===== src/rtl/program_stream_writer.sv =====
// program_stream_writer: turns instruction words into the loader's framed
// ASCII stream: a "{" line, one lowercase hex line per word, a "}" line.
module program_stream_writer #(
   parameter int DATA_W = 32,
   parameter int CNT_W  = 16
) (
   input  logic              clk,
   input  logic              rst_n,
   input  logic              start,
   input  logic              word_valid,
   input  logic [DATA_W-1:0] word_data,
   input  logic              word_last,
   output logic              word_ready,
   output logic              byte_valid,
   output logic [7:0]        byte_data,
   input  logic              byte_ready,
   output logic              busy,
   output logic              done,
   output logic [CNT_W-1:0]  line_count
);
   localparam int NIB   = DATA_W / 4;
   localparam int NIB_W = (NIB > 1) ? $clog2(NIB) : 1;

   typedef enum logic [2:0] {
      S_IDLE,
      S_OPEN_BR,
      S_OPEN_NL,
      S_WAIT,
      S_HEX,
      S_LINE_NL,
      S_CLOSE_BR,
      S_CLOSE_NL
   } state_t;

   state_t            r_state, w_state;
   logic [DATA_W-1:0] r_shift, w_shift;
   logic [NIB_W-1:0]  r_nib, w_nib;
   logic              r_last, w_last;
   logic [CNT_W-1:0]  r_cnt, w_cnt;
   logic              r_bvalid, w_bvalid;
   logic [7:0]        r_bdata, w_bdata;
   logic              r_busy, w_busy;
   logic              r_done, w_done;
   logic              w_xfer;

   function automatic logic [7:0] hex_char(input logic [3:0] n);
      return (n < 4'd10) ? (8'h30 + {4'h0, n}) : (8'h57 + {4'h0, n});
   endfunction

   always_comb begin
      w_xfer  = r_bvalid && byte_ready;
      w_state = r_state;
      w_shift = r_shift;
      w_nib   = r_nib;
      w_last  = r_last;
      w_cnt   = r_cnt;
      w_busy  = r_busy;
      w_done  = 1'b0;
      unique case (r_state)
         S_IDLE: begin
            if (start) begin
               w_state = S_OPEN_BR;
               w_cnt   = '0;
               w_busy  = 1'b1;
            end
         end
         S_OPEN_BR: if (w_xfer) w_state = S_OPEN_NL;
         S_OPEN_NL: if (w_xfer) w_state = S_WAIT;
         S_WAIT: begin
            if (word_valid) begin
               w_state = S_HEX;
               w_shift = word_data;
               w_last  = word_last;
               w_nib   = '0;
               if (r_cnt != '1) w_cnt = r_cnt + CNT_W'(1);
            end
         end
         S_HEX: begin
            if (w_xfer) begin
               w_shift = r_shift << 4;
               w_nib   = r_nib + NIB_W'(1);
               if (r_nib == NIB_W'(NIB - 1)) w_state = S_LINE_NL;
            end
         end
         S_LINE_NL: if (w_xfer) w_state = r_last ? S_CLOSE_BR : S_WAIT;
         S_CLOSE_BR: if (w_xfer) w_state = S_CLOSE_NL;
         S_CLOSE_NL: begin
            if (w_xfer) begin
               w_state = S_IDLE;
               w_busy  = 1'b0;
               w_done  = 1'b1;
            end
         end
         default: w_state = S_IDLE;
      endcase
   end

   // Byte outputs are registered from the state being entered
   always_comb begin
      w_bvalid = 1'b1;
      w_bdata  = r_bdata;
      unique case (w_state)
         S_OPEN_BR:                        w_bdata = 8'h7B;
         S_OPEN_NL, S_LINE_NL, S_CLOSE_NL: w_bdata = 8'h0A;
         S_HEX:      w_bdata = hex_char(w_shift[DATA_W-1 -: 4]);
         S_CLOSE_BR:                       w_bdata = 8'h7D;
         default:                          w_bvalid = 1'b0;
      endcase
   end

   always_ff @(posedge clk or negedge rst_n) begin
      if (!rst_n) begin
         r_state  <= S_IDLE;
         r_shift  <= '0;
         r_nib    <= '0;
         r_last   <= 1'b0;
         r_cnt    <= '0;
         r_bvalid <= 1'b0;
         r_bdata  <= 8'h00;
         r_busy   <= 1'b0;
         r_done   <= 1'b0;
      end else begin
         r_state  <= w_state;
         r_shift  <= w_shift;
         r_nib    <= w_nib;
         r_last   <= w_last;
         r_cnt    <= w_cnt;
         r_bvalid <= w_bvalid;
         r_bdata  <= w_bdata;
         r_busy   <= w_busy;
         r_done   <= w_done;
      end
   end

   assign word_ready = (r_state == S_WAIT);
   assign byte_valid = r_bvalid;
   assign byte_data  = r_bdata;
   assign busy       = r_busy;
   assign done       = r_done;
   assign line_count = r_cnt;

endmodule

===== config.mk =====
export PLATFORM = sky130hd
export DESIGN_NAME = program_stream_writer
export DESIGN_NICKNAME = d
export VERILOG_FILES = /design/src/rtl/program_stream_writer.sv
export SDC_FILE = /design/constraint.sdc
export NUM_CORES = 1
export LEC_CHECK = 0
export ABC_CLOCK_PERIOD_IN_PS = 5500
export CORE_MARGIN = 8
export CORE_UTILIZATION = 30
export DETAILED_ROUTE_END_ITERATION = 10
export PLACE_DENSITY = 0.54
export SYNTH_ARGS = -nofsm -noshare
export SYNTH_HDL_FRONTEND = slang
export SYNTH_SLANG_ARGS = --single-unit

===== constraint.sdc =====
create_clock -name clk -period 5.5 [get_ports clk]
set_clock_uncertainty 0.1 [all_clocks]
set_input_delay 1.1 -clock clk [delete_from_list [all_inputs] [get_ports clk]]
set_output_delay 1.1 -clock clk [all_outputs]
set_load 0.02 [all_outputs]

==> impl_metrics.tcl <==
set metrics [dict create \
    status "completed" \
    post_drt_wl_per_cell_um 14.7 \
    ys_ff_latch 65 \
    antenna_found_initial 0 \
    core_mm2 0.0102 \
    diodes 0 \
    die_w_um 118 \
    drv_slew 0 \
    setup_viol 0 \
    synth-main-ff-cell "dfrtp_1" \
    ys_warn_count 0 \
    slowest_stage "and4b_1" \
    hold_viol_final 0 \
    drt_iter0_markers 161 \
    vias 2512 \
    holdCritPathClass "reg2reg" \
    hold_buffers 0 \
    rsz0062_at_grt "false" \
    min_path_cells 2 \
    finalWirelength_um 7790 \
    rr_worst_depth 8 \
    area_delta_synth_final_pct 31.2 \
    r2r_slack_ps 2590 \
    avgSynthCellArea_um2 9.62 \
    path_buf_inv 2 \
    clk_pin_slew_ps 70 \
    finalCritPeriodShare_pct 64.6 \
    viasPerCell 4.74 \
    total_power_mw 1.92 \
    nNetsFinal 431 \
    path_cells "clkdlybuf4s50_1, and4b_1, a21oi_2, a221o_1, inv_1, ha_1, a21boi_0, a311oi_1, o22ai_1" \
    start_kind "primary input" \
    leakagePower_nw 1.82 \
    postCtsSetupBuffers 0 \
    placed_cell_area_mm2 0.00389 \
    finalCriticalPeriod_ps 3550 \
    reg2reg_to "byte_data[2]" \
    path_max_fanout 16 \
    clkSinkCount 65 \
    io_buffers 64 \
    crit_path_end_kind "flip-flop" \
    layout-drive-gt1-share_pct 8.38 \
    htreeDepth 3 \
    drv_cap 0 \
    worstSetupPathType "in2reg" \
    tritoncts "built" \
    grtUsageTotal_pct 11.6 \
    firstDrtPassIters 4 \
    start_util_pct 30.6 \
    syn_area_mm2 0.00313 \
    seq_area_frac_synth_pct 52.0 \
    grt_pass1_vias 2672 \
    clockBufferDepth 2 \
    critical_path.top_delay_family "compound AO/OA/AOI/OAI gates" \
    die_area_mm2 0.0140 \
    ys_types 52 \
    yosysMostFrequentCell "nand2_1" \
    cts_resized 0 \
    hp-start "r_shift[13]" \
    arrival_ps 3650 \
    yosys-top-cells-count "nand2_1, dfrtp_1, a22oi_1, nor2_1" \
    synth.largest_area_cell "dfrtp_1" \
    r2r-start "r_state[2]" \
    power_density_mw_per_mm2 468 \
    syn_inst 325 \
    gp_congestion 0.789 \
    grt_overflow_total 0 \
    cts_root_buf "clkbuf_8" \
    fmax_mhz 281 \
    fin_area_mm2 0.00411 \
    worstMarginPinSlew_ps 1070 \
    ys_top_cells_by_area "dfrtp_1, nand2_1, a22oi_1" \
    max_stage_delay_ps 630 \
    ant_nets 0 \
    grt_max_degree 34 \
    die_y_um 118 \
    required_ps 5600 \
    async_flop_share_pct 100 \
    holdPathEnd "r_shift[13]" \
    clkLatencyLatePin_ps 330 \
    io-pin-count 66 \
    grt_first_pass_wirelength_um 13300 \
    synth_top_area_share_pct 52.0 \
    slew_headroom_pct 28.4 \
    syn_nets 367 \
    rows 37 \
    numCtsBuffers 9 \
    drc 0 \
    synth_edf_count 0 \
    setup-tns-final_ps 0 \
    place_hpwl_um 5550 \
    ir_drop_v 0.000174 \
]
-- worst reg2reg max path, stage by stage, from the launching register on --
cell,delay [ps]
dfrtp_1,560
and4b_1,760
a21oi_2,240
a221o_1,370
inv_1,100
ha_1,200
a21boi_0,100
a311oi_1,250
o22ai_1,100
-- cell type report --
cell class,instances,area (µm²)
timing repair buffer,68,666
fill,1013,6130
multi-input combinational,236,1400
clock buffer,10,128
sequential,65,1630
tap,136,170
inverter,9,33.8
clock inverter,6,82.6
-- worst max-delay path by stage --
| stage | cells after the start | to | slack (ps) | startpoint |
|---|---|---|---|---|
| 3_5_place_dp | 9 | byte_data[2] | 1670 | word_valid |
| 6_report | 9 | byte_data[2] | 1950 | word_valid |
| 2_1_floorplan | 8 | byte_data[1] | 2820 | word_valid |
| 3_3_place_gp | 9 | byte_data[2] | 1690 | word_valid |
| 4_1_cts | 9 | byte_data[2] | 2000 | word_valid |
| 5_1_grt | 9 | byte_data[2] | 1800 | word_valid |
-- layer usage --
layer | vias to the layer above | global-route usage, % | wire length [µm]
li1 | 1257 | - | -
met1 | 1190 | 14.3 | 3670
met2 | 61 | 18.1 | 3650
met3 | 4 | 5.13 | 413
met4 | 0 | 2.64 | 52
met5 | - | 0 | 0
-- where the power goes --
part / internal [mW] / switching [mW]
Clock: 0.253 / 0.184
Combinational: 0.304 / 0.413
Sequential: 0.636 / 0.130
Total: 1.19 / 0.727
-- sequential cells by signal, indices dropped and copies added (netlist names) --
register and flops:
busy 1, r_last 1, byte_valid 1, line_count 16, r_state 3, r_shift 32
done 1, r_nib 3, byte_data 7
-- cell families after synthesis --
logic type	Yosys count	synth area share [%]
muxes	2	0.640
buffers and inverters	24	3.48
and+or+nand+nor	144	20.7
xor gates and xnor gates	15	4.20
DFF	65	52.0
other	1	0.120
adders and majority gates	4	1.60
AOI/OAI and AO/OA	70	17.3
-- placed cells by master (no fill, tap or decap), types with 3 or more instances in the layout --
master / n
nand2_1: 77
dfrtp_1: 65
clkdlybuf4s50_1: 63
a22oi_1: 24
nor2_1: 23
nand3_1: 12
xor2_1: 12
o21ai_0: 10
clkbuf_8: 9
inv_1: 8
a21oi_1: 7
nor3_1: 5
and3_1: 4
and2_1: 4
o22a_1: 4
ha_1: 4
buf_4: 4
and2_0: 3
a211oi_2: 3
o21ai_1: 3
nand4_1: 3
nand2b_1: 3
xnor2_1: 3
clkinv_2: 3
-- stage by stage --
| step | setup slack, ps | instances | util [%] | hold slack, ps |
|---|---|---|---|---|
| 2_1_floorplan | 2820 | 325 | - | 346 |
| 3_3_place_gp | 1690 | 514 | 38.1 | 362 |
| 3_5_place_dp | 1670 | 514 | 38.1 | 365 |
| 4_1_cts | 2000 | 530 | 40.1 | 383 |
| 5_1_grt | 1800 | 530 | 40.1 | 395 |
| 6_report | 1950 | 530 | 40.1 | 376 |
Power figures use the tool's default switching activity.
